### config.mk
export PLATFORM = sky130hd
export DESIGN_NAME = ex_stage_flat
export DESIGN_NICKNAME = d
export VERILOG_FILES = /design/src/rtl/alu_pkg.sv /design/src/rtl/ex_stage_if.sv /design/src/rtl/alu_core.sv /design/src/rtl/ex_stage.sv /design/src/flat_wrapper.sv
export SDC_FILE = /design/constraint.sdc
export NUM_CORES = 1
export LEC_CHECK = 0
export ABC_CLOCK_PERIOD_IN_PS = 4000
export CORE_MARGIN = 2
export CORE_UTILIZATION = 54
export DETAILED_ROUTE_END_ITERATION = 6
export MAX_ROUTING_LAYER = met4
export PLACE_DENSITY = 0.89
export SYNTH_ARGS = -nofsm -noshare
export SYNTH_HDL_FRONTEND = slang
export SYNTH_SLANG_ARGS = --single-unit
### constraint.sdc
create_clock -name clk -period 4 [get_ports clk]
set_input_delay 0.6 -clock clk [delete_from_list [all_inputs] [get_ports clk]]
set_output_delay 0.6 -clock clk [all_outputs]
set_load 0.005 [all_outputs]
### src/rtl/alu_pkg.sv
// Shared ALU definitions: operation codes and default datapath widths.
// Used by the ALU control stage and by the execute stage.
package alu_pkg;

    localparam int DATA_W_DEF = 32;
    localparam int REG_W_DEF  = 5;
    localparam int SHAMT_W    = 5;

    typedef enum logic [3:0] {
        ALU_ADD = 4'd0,
        ALU_SUB = 4'd1,
        ALU_AND = 4'd2,
        ALU_OR  = 4'd3,
        ALU_SLT = 4'd4,
        ALU_XOR = 4'd5,
        ALU_SRL = 4'd6
    } alu_op_e;

    // Codes above ALU_SRL are reserved and reported as illegal.
    function automatic logic is_legal_op(input logic [3:0] sel);
        return sel <= 4'(ALU_SRL);
    endfunction

endpackage

### src/rtl/ex_stage_if.sv
// Handshake bundle between the ALU control stage, the execute stage and EX/MEM.
// master = the side issuing operations and consuming results; slave = ex_stage.
interface ex_stage_if
    import alu_pkg::*;
#(
    parameter int DATA_W = DATA_W_DEF,
    parameter int REG_W  = REG_W_DEF
);
    logic               in_valid;
    logic               in_ready;
    logic [3:0]         alu_sel;
    logic [DATA_W-1:0]  op_a;
    logic [DATA_W-1:0]  op_b;
    logic [SHAMT_W-1:0] shamt;
    logic [REG_W-1:0]   rd_in;
    logic               flush;
    logic               out_valid;
    logic               out_ready;
    logic [DATA_W-1:0]  out_result;
    logic               out_zero;
    logic [REG_W-1:0]   out_rd;
    logic               out_illegal;

    modport master (
        output in_valid, alu_sel, op_a, op_b, shamt, rd_in, flush, out_ready,
        input  in_ready, out_valid, out_result, out_zero, out_rd, out_illegal
    );

    modport slave (
        input  in_valid, alu_sel, op_a, op_b, shamt, rd_in, flush, out_ready,
        output in_ready, out_valid, out_result, out_zero, out_rd, out_illegal
    );
endinterface

### src/rtl/alu_core.sv
// Purely combinational ALU: one result per operation code, reserved codes flagged.
module alu_core
    import alu_pkg::*;
#(
    parameter int DATA_W = DATA_W_DEF
) (
    input  logic [3:0]         i_alu_sel,
    input  logic [DATA_W-1:0]  i_op_a,
    input  logic [DATA_W-1:0]  i_op_b,
    input  logic [SHAMT_W-1:0] i_shamt,
    output logic [DATA_W-1:0]  o_result,
    output logic               o_illegal
);

    // Select the result for the requested operation.
    always_comb begin
        // NOTE: defaults assigned first so every path drives both outputs (no latch).
        o_result  = '0;
        o_illegal = 1'b0;
        case (alu_op_e'(i_alu_sel))
            ALU_ADD: o_result = i_op_a + i_op_b;
            ALU_SUB: o_result = i_op_a - i_op_b;
            ALU_AND: o_result = i_op_a & i_op_b;
            ALU_OR:  o_result = i_op_a | i_op_b;
            ALU_SLT: o_result = {{(DATA_W-1){1'b0}}, ($signed(i_op_a) < $signed(i_op_b))};
            ALU_XOR: o_result = i_op_a ^ i_op_b;
            ALU_SRL: o_result = i_op_b >> i_shamt;
            default: o_illegal = !is_legal_op(i_alu_sel);
        endcase
    end

endmodule

### src/rtl/ex_stage.sv
// Execute stage: ALU result computed at the input, held in an output register
// backed by a one-entry skid register so in_ready can be a plain flop.
module ex_stage
    import alu_pkg::*;
#(
    parameter int DATA_W = DATA_W_DEF,
    parameter int REG_W  = REG_W_DEF
) (
    input  logic     clk,
    input  logic     rst,
    ex_stage_if.slave bus
);

    typedef struct packed {
        logic [DATA_W-1:0] result;
        logic              illegal;
        logic [REG_W-1:0]  rd;
    } entry_t;

    logic [DATA_W-1:0] w_alu_result;
    logic              w_alu_illegal;
    entry_t            w_new;
    logic              w_accept;
    logic              w_drain;

    entry_t r_out;
    entry_t r_skid;
    logic   r_out_valid;
    logic   r_in_ready;   // also the "skid empty" flag

    alu_core #(.DATA_W(DATA_W)) u_alu (
        .i_alu_sel (bus.alu_sel),
        .i_op_a    (bus.op_a),
        .i_op_b    (bus.op_b),
        .i_shamt   (bus.shamt),
        .o_result  (w_alu_result),
        .o_illegal (w_alu_illegal)
    );

    assign w_new    = '{result: w_alu_result, illegal: w_alu_illegal, rd: bus.rd_in};
    assign w_accept = bus.in_valid && r_in_ready;
    assign w_drain  = r_out_valid && bus.out_ready;

    // Output register and handshake state; reset beats flush beats transfers.
    always_ff @(posedge clk) begin
        if (rst) begin
            // NOTE: non-blocking assignments for all state so every flop samples pre-edge values.
            r_out_valid <= 1'b0;
            r_in_ready  <= 1'b1;
            r_out       <= '0;
        end else if (bus.flush) begin
            r_out_valid <= 1'b0;
            r_in_ready  <= 1'b1;
        end else if (!r_out_valid || w_drain) begin
            if (!r_in_ready) begin
                r_out       <= r_skid;
                r_out_valid <= 1'b1;
                r_in_ready  <= 1'b1;
            end else if (w_accept) begin
                r_out       <= w_new;
                r_out_valid <= 1'b1;
            end else begin
                r_out_valid <= 1'b0;
            end
        end else if (w_accept) begin
            r_in_ready <= 1'b0;
        end
    end

    // Skid payload: captured when an accept meets a stalled output register.
    always_ff @(posedge clk) begin
        // NOTE: payload has no reset; its validity is carried by r_in_ready, which is reset.
        if (w_accept && r_out_valid && !bus.out_ready) begin
            r_skid <= w_new;
        end
    end

    assign bus.in_ready    = r_in_ready;
    assign bus.out_valid   = r_out_valid;
    assign bus.out_result  = r_out.result;
    assign bus.out_zero    = (r_out.result == '0);
    assign bus.out_rd      = r_out.rd;
    assign bus.out_illegal = r_out.illegal;

endmodule

### src/flat_wrapper.sv
// flat-port wrapper written by rule: the top's interface ports become plain ports
module ex_stage_flat import alu_pkg::*;
#(
    parameter int DATA_W = DATA_W_DEF,
    parameter int REG_W  = REG_W_DEF
)
  (clk, rst, bus_in_valid, bus_alu_sel, bus_op_a, bus_op_b, bus_shamt, bus_rd_in, bus_flush, bus_out_ready, bus_in_ready, bus_out_valid, bus_out_result, bus_out_zero, bus_out_rd, bus_out_illegal);
  ex_stage_if #(.DATA_W(DATA_W), .REG_W(REG_W)) bus_i ();
  input  logic clk;
  input  logic rst;
  input wire logic [$bits(bus_i.in_valid)-1:0] bus_in_valid;
  input wire logic [$bits(bus_i.alu_sel)-1:0] bus_alu_sel;
  input wire logic [$bits(bus_i.op_a)-1:0] bus_op_a;
  input wire logic [$bits(bus_i.op_b)-1:0] bus_op_b;
  input wire logic [$bits(bus_i.shamt)-1:0] bus_shamt;
  input wire logic [$bits(bus_i.rd_in)-1:0] bus_rd_in;
  input wire logic [$bits(bus_i.flush)-1:0] bus_flush;
  input wire logic [$bits(bus_i.out_ready)-1:0] bus_out_ready;
  output wire logic [$bits(bus_i.in_ready)-1:0] bus_in_ready;
  output wire logic [$bits(bus_i.out_valid)-1:0] bus_out_valid;
  output wire logic [$bits(bus_i.out_result)-1:0] bus_out_result;
  output wire logic [$bits(bus_i.out_zero)-1:0] bus_out_zero;
  output wire logic [$bits(bus_i.out_rd)-1:0] bus_out_rd;
  output wire logic [$bits(bus_i.out_illegal)-1:0] bus_out_illegal;
  assign bus_i.in_valid = bus_in_valid;
  assign bus_i.alu_sel = bus_alu_sel;
  assign bus_i.op_a = bus_op_a;
  assign bus_i.op_b = bus_op_b;
  assign bus_i.shamt = bus_shamt;
  assign bus_i.rd_in = bus_rd_in;
  assign bus_i.flush = bus_flush;
  assign bus_i.out_ready = bus_out_ready;
  assign bus_in_ready = bus_i.in_ready;
  assign bus_out_valid = bus_i.out_valid;
  assign bus_out_result = bus_i.out_result;
  assign bus_out_zero = bus_i.out_zero;
  assign bus_out_rd = bus_i.out_rd;
  assign bus_out_illegal = bus_i.out_illegal;
  ex_stage #(.DATA_W(DATA_W), .REG_W(REG_W)) u_core (.clk(clk), .rst(rst), .bus(bus_i));
endmodule
# [Word-level counts from Yosys, hierarchy flattened]
# Cells that the tools add are included.
# W data, S select, Z words.
[op_classes] addsub=2 multipliers=0 div=0 magnitude_cmp=2 n_eq_ne=7 n_shift=1 mux=6 bitwise_logic=4 n_reduce_logical=14
[op_table] cell="$pmux W32 S7" n=1
[op_table] cell="$mux W38" n=2
[op_table] cell="$add A32 B32 Y32" n=1
[op_table] cell="$and A32 B32 Y32" n=1
[op_table] cell="$logic_not A32 Y1" n=1
[op_table] cell="$lt A32 B32 Y1" n=1
[op_table] cell="$or A32 B32 Y32" n=1
[op_table] cell="$shr A32 B5 Y32" n=1
[op_table] cell="$sub A32 B32 Y32" n=1
[op_table] cell="$xor A32 B32 Y32" n=1
[op_table] cell="$eq A4 B3 Y1 const B" n=3
[op_table] cell="$eq A4 B2 Y1 const B" n=2
[op_table] cell="$reduce_or A7 Y1" n=1
[op_table] cell="$eq A4 B1 Y1 const B" n=1
[op_table] cell="$le A4 B3 Y1 const B" n=1
[op_table] cell="$logic_and A1 B1 Y1" n=4
[op_table] cell="$logic_not A4 Y1" n=1
[op_table] cell="$logic_not A1 Y1" n=3
[op_table] cell="$mux W1" n=3
[op_table] cell="$reduce_and A3 Y1" n=1
[op_table] cell="$reduce_or A3 Y1" n=1
[op_table] cell="$ne A2 B1 Y1 const B" n=1
[op_table] cell="$reduce_or A2 Y1" n=1
[op_table] cell="$logic_or A1 B1 Y1" n=1
[op_table] cell="$not A1 Y1" n=1
[totals] reg_bits=78 latchBits=0 ram_bits=0 romBits=0 elab_cells=44 mem_count=0

# [Longest topological paths before layout]
[logic_depth] depth_word=5 mapped_depth=13

# [Modules after synthesis]
# Synthesis repeated with hierarchy kept, for this count alone.
[unflattened] cells_unflattened=1186 hier_area_um2=9788.1
[by_module_without_submodules] mod="alu_core" instances=1 cells_per_inst=911 area_each_um2=6422.4 seq_area_each_um2=0.0
[by_module_without_submodules] mod="ex_stage" instances=1 cells_per_inst=275 area_each_um2=3365.7 seq_area_each_um2=1941.9

# [Worst setup path before layout]
# No wires, ideal clock.
[synth_timing] path_type="input to register" start="in bus_op_b[1]" end="reg u_core.r_skid[33] (netlist bit), data pin" arrival_ns=3.015 t_required_ns=3.738 slack_ns=0.723 cell_stages=12 cell_sequence="inv_1 ha_1 o21bai_1 nand2_1 o31ai_4 a211oi_2 nor3_2 a31oi_1 o311a_1 a21oi_1 mux2_1 or2_2"
[synth_via] elab_chain_cells=2
[synth_lines] item="start: declaration" line="flat_wrapper.sv:14" rtl="input wire logic [$bits(bus_i.op_b)-1:0] bus_op_b;"
[synth_lines] item="$sub A32 B32 Y32 (tied with other cells)" line="alu_core.sv:22" rtl="ALU_SUB: o_result = i_op_a - i_op_b;"
[synth_lines] item="$pmux W32 S7 *" line="alu_core.sv:20" rtl="case (alu_op_e'(i_alu_sel))"
[synth_lines] item="net u_core.u_alu.o_result[27]" line="alu_core.sv:11" rtl="output logic [DATA_W-1:0] o_result,"
[synth_lines] item="end signal: assignment" line="ex_stage.sv:74" rtl="r_skid <= w_new;"
[synth_lines] item="end: declaration" line="ex_stage.sv:27" rtl="entry_t r_skid;"
# Mark *: on every way through the listed nets, which the timed path passes. The rest lies on a longest branch.
# A chain may end at the register's enable or synchronous reset.

# [Worst setup path in the final report]
[layout_timing] start="in bus_op_b[1]" end="reg u_core.r_skid[35] (netlist bit), data pin"
# Same word-level chain as after synthesis.

==> impl_metrics.yaml <==
run_status:
  status: "complete, no violations"
detailed_routing:
  dr_total_vias: 11400
  wl_per_cell_microns: 23.2
  drt_first_pass_iters: 5
  drt-initial-drc-count: 1311
  vias_per_cell: 6.59
  antenna_left: 0
  drc_errors: 0
  drt-total-wl_microns: 40100
worst_setup_path:
  crit_cells: 13
  ff2ff_path_depth: 8
  end_kind: "flop"
  path_delay_family: "compound AO/OA/AOI/OAI gates"
  startpoint: "bus_op_b[1]"
  critPathCapture: "u_core.r_skid[35]$_DFFE_PP_"
  cp_slowest_cell: "o31ai_1"
  worst_ep_arrival_time_ps: 4030
  r2r_start: "u_core.bus.in_ready$_SDFFE_PP1P_"
  cp_max_fo: 5
  required_ps: 4090
  path_cells: "clkdlybuf4s50_1, inv_1, ha_1, o21bai_2, nand2_1, o31ai_4, a211oi_1, o31ai_1, a31oi_1, a211oi_1, xnor2_1, a21oi_1, inv_1"
  cpPeakStageDelay_ps: 540
  reg2reg_slack_ps: 1510
  crit_type: "input pin to flop"
  worst-path-buf-inv: 3
  start_kind: "input pin"
  rr_endpoint: "u_core.bus.out_result[16]$_SDFFE_PP0P_"
cells_and_area:
  fin_nets: 1681
  diodes: 0
  nFillCells: 1396
  fin_util_pct: 71.0
  drive_gt1_share_pct: 17.8
  area_growth_pct: 28.4
timing:
  slew_headroom_pct: 48.9
  hold_viol: 0
  tns_ps: 0
  skew_ps: 6.64
  post-route-period-util_pct: 98.5
  max_freq_mhz: 254
  setup_viol: 0
  worst_pin_slew_ps: 765
  rsz0062_at_grt: "false"
  fin_crit_ps: 3940
  slew_viol_final: 0
yosys:
  syn-num-nets: 1460
  synth.largest_area_cell: "ha_1"
  muxShareOfSynthArea_pct: 8.83
  synth_top_area_share_pct: 13.0
  synth_area_sq_um: 9970
  synthAdderAreaFrac_pct: 13.5
  synth_common_cells: "109 x nor2_1, 107 x a21oi_1, 104 x ha_1, 104 x nand2_1, 99 x inv_1"
  synth_edf_count: 38
  synth-compound-area-share_pct: 29.1
  yosys_most_used_dff: "dfxtp_1"
  synth_top_family_by_area: "compound AO/OA/AOI/OAI gates"
  synthArstFlopShare_pct: 0
  synth_top_cells_by_area: "ha_1 13%, edfxtp_1 11%, dfxtp_1 8.0%"
  yosysWarnings: 0
  seq_area_frac_synth_pct: 19.5
  synth_xor_area_share_pct: 2.11
  yosysMostFrequentCell: "nor2_1"
  yosys.area_share.simple_pct: 19.2
  syn-instance-count: 1271
  ys_seq_elements: 78
  synth.distinct_cells: 90
  syn_area_per_cell_sq_um: 7.85
hold_path:
  min_path_type: "flop to flop"
place:
  dp_hpwl_microns: 31700
  port_buffers: 123
  gp_congestion: 1.02
cts:
  clk_latency_ps: 340
  clk_path_buf_depth: 2
  cts_made_buffers: 9
  postCtsHoldBufs: 0
  tritoncts: "yes"
  clk_pin_slew_worst_paths_ps: 60
  clockRootBuffer: "clkbuf_16"
  cts.sinks: 78
  h-tree-depth: 3
power_and_ir_drop:
  p_sw_mw: 1.19
  leakagePower_nw: 5.65
  p_comb_share_pct: 45.4
  seqPwrFrac_pct: 27.4
  peakVddDrop_mv: 0.395
  pwr-share-clk_pct: 27.3
  intPower_mw: 2.04
  p_sw_share_pct: 36.8
  power_per_cell_area_nw_per_um2: 253
floorplan:
  design.portCount: 124
  start_util_pct: 55.3
  std_cell_rows: 49
  dieHeight_microns: 140
  die-area_sq_um: 19600
  core_sq_um: 18000
  die_w_microns: 140
global_route:
  gr-total-overflow: 0
  grt_pass1_wl_microns: 60700
  grt.total_usage_pct: 40.6
  grt_max_degree: 39
  antenna_found_initial: 0
  grt_pass1_vias: 10800
run:
  cap_violations: 0
## flip-flops by register name, summed over array words and instances, names as in the netlist
name,cells
u_core.bus.out_illegal,1
u_core.bus.out_valid,1
u_core.r_skid,38
u_core.bus.in_ready,1
u_core.bus.out_rd,5
u_core.bus.out_result,32
## placed cells by master (no fill, tap or decap), drive strengths merged, types with 7 or more instances in the layout
| master | n |
|---|---|
| a211oi | 25 |
| a21o | 18 |
| a21oi | 108 |
| a221oi | 16 |
| a22oi | 18 |
| a311oi | 7 |
| a31oi | 19 |
| and2 | 7 |
| and3 | 11 |
| and4 | 11 |
| buf | 180 |
| clkbuf | 11 |
| clkdlybuf4s50 | 120 |
| dfxtp | 40 |
| edfxtp | 38 |
| ha | 104 |
| inv | 104 |
| mux2i | 34 |
| mux4 | 21 |
| nand2 | 104 |
| nand2b | 9 |
| nand3 | 28 |
| nand4 | 8 |
| nor2 | 111 |
| nor2b | 13 |
| nor3 | 35 |
| nor4 | 21 |
| o211ai | 22 |
| o21ai | 78 |
| o21bai | 15 |
| o221ai | 10 |
| o31ai | 12 |
| or2 | 9 |
| or3 | 14 |
| xnor2 | 20 |
## how the worst min path moves through the flow
| stage | from | endpoint | slack (ps) | cells past startpoint |
|---|---|---|---|---|
| final | u_core.bus.out_result[17]$_SDFFE_PP0P_ | u_core.bus.out_result[17]$_SDFFE_PP0P_ | 480 | 2 |
| after global routing | u_core.bus.out_result[17]$_SDFFE_PP0P_ | u_core.bus.out_result[17]$_SDFFE_PP0P_ | 490 | 2 |
| after CTS | u_core.bus.out_result[17]$_SDFFE_PP0P_ | u_core.bus.out_result[17]$_SDFFE_PP0P_ | 480 | 2 |
| after detailed placement | u_core.bus.out_result[17]$_SDFFE_PP0P_ | u_core.bus.out_result[17]$_SDFFE_PP0P_ | 470 | 2 |
| after global placement | u_core.bus.out_result[17]$_SDFFE_PP0P_ | u_core.bus.out_result[17]$_SDFFE_PP0P_ | 460 | 2 |
| after floorplan | u_core.bus.out_result[2]$_SDFFE_PP0P_ | u_core.bus.out_result[2]$_SDFFE_PP0P_ | 460 | 2 |
## layout make-up
cell class | count | area (sq um) | share of cell area (%)
clock inverter | 5 | 61.3 | 0.479
sequential | 78 | 1940 | 15.2
inverter | 101 | 379 | 2.96
timing repair buffer | 300 | 2580 | 20.2
multi-input combinational | 1002 | 7290 | 56.9
clock buffer | 11 | 264 | 2.06
tap | 229 | 287 | 2.24
## layer usage
metal  track usage (%)  wire length [microns]
met2              64.0                  18000
met4              12.2                   1340
met3              8.55                   4760
met1              52.7                  16100
met5                 -                      0
## worst reg2reg max path: stages (launching register included)
cell and delay [ps]:
dfxtp_1 310, inv_1 520, nor2_1 160, or3_1 470
buf_4 300, nor3_1 250, buf_4 230, o21ai_0 120
nand2_1 70
## power by group through the flow
| stage | Sequential [mW] | Clock (mW) | Combinational [mW] |
|---|---|---|---|
| 6_report | 0.885 | 0.882 | 1.47 |
| 5_1_grt | 0.886 | 0.911 | 1.55 |
| 4_1_cts | 0.884 | 0.876 | 1.41 |
| 3_5_place_dp | 0.901 | 0 | 1.41 |
| 3_3_place_gp | 0.899 | 0 | 1.39 |
| 2_1_floorplan | 0.898 | 0 | 0.774 |
## repair_timing
action / 4_1_cts / 5_1_grt
setup endpoints to repair: 0 / 4
hold endpoints to repair: 0 / 0
buffers inserted: 0 / 1
resized for setup: 0 / 3
## cell families after synthesis
kind of cell	Yosys count
compound gates	420
xor+xnor	24
fa+ha+maj	106
buf+inv	191
flops	78
mux	61
simple gates	391
## stage by stage
| stage | std cells | hold WS, ps | power (mW) | instance area (sq um) | worst slack [ps] |
|---|---|---|---|---|---|
| after floorplan | 1271 | 461 | 1.67 | 9970 | 723 |
| after global placement | 1709 | 458 | 2.29 | 12400 | -125 |
| after detailed placement | 1709 | 465 | 2.31 | 12400 | -241 |
| after CTS | 1725 | 481 | 3.17 | 12800 | 101 |
| after global routing | 1726 | 495 | 3.35 | 12800 | 4.74 |
| final | 1726 | 482 | 3.23 | 12800 | 61.3 |
Note: power is estimated with default switching activity, not from simulation.
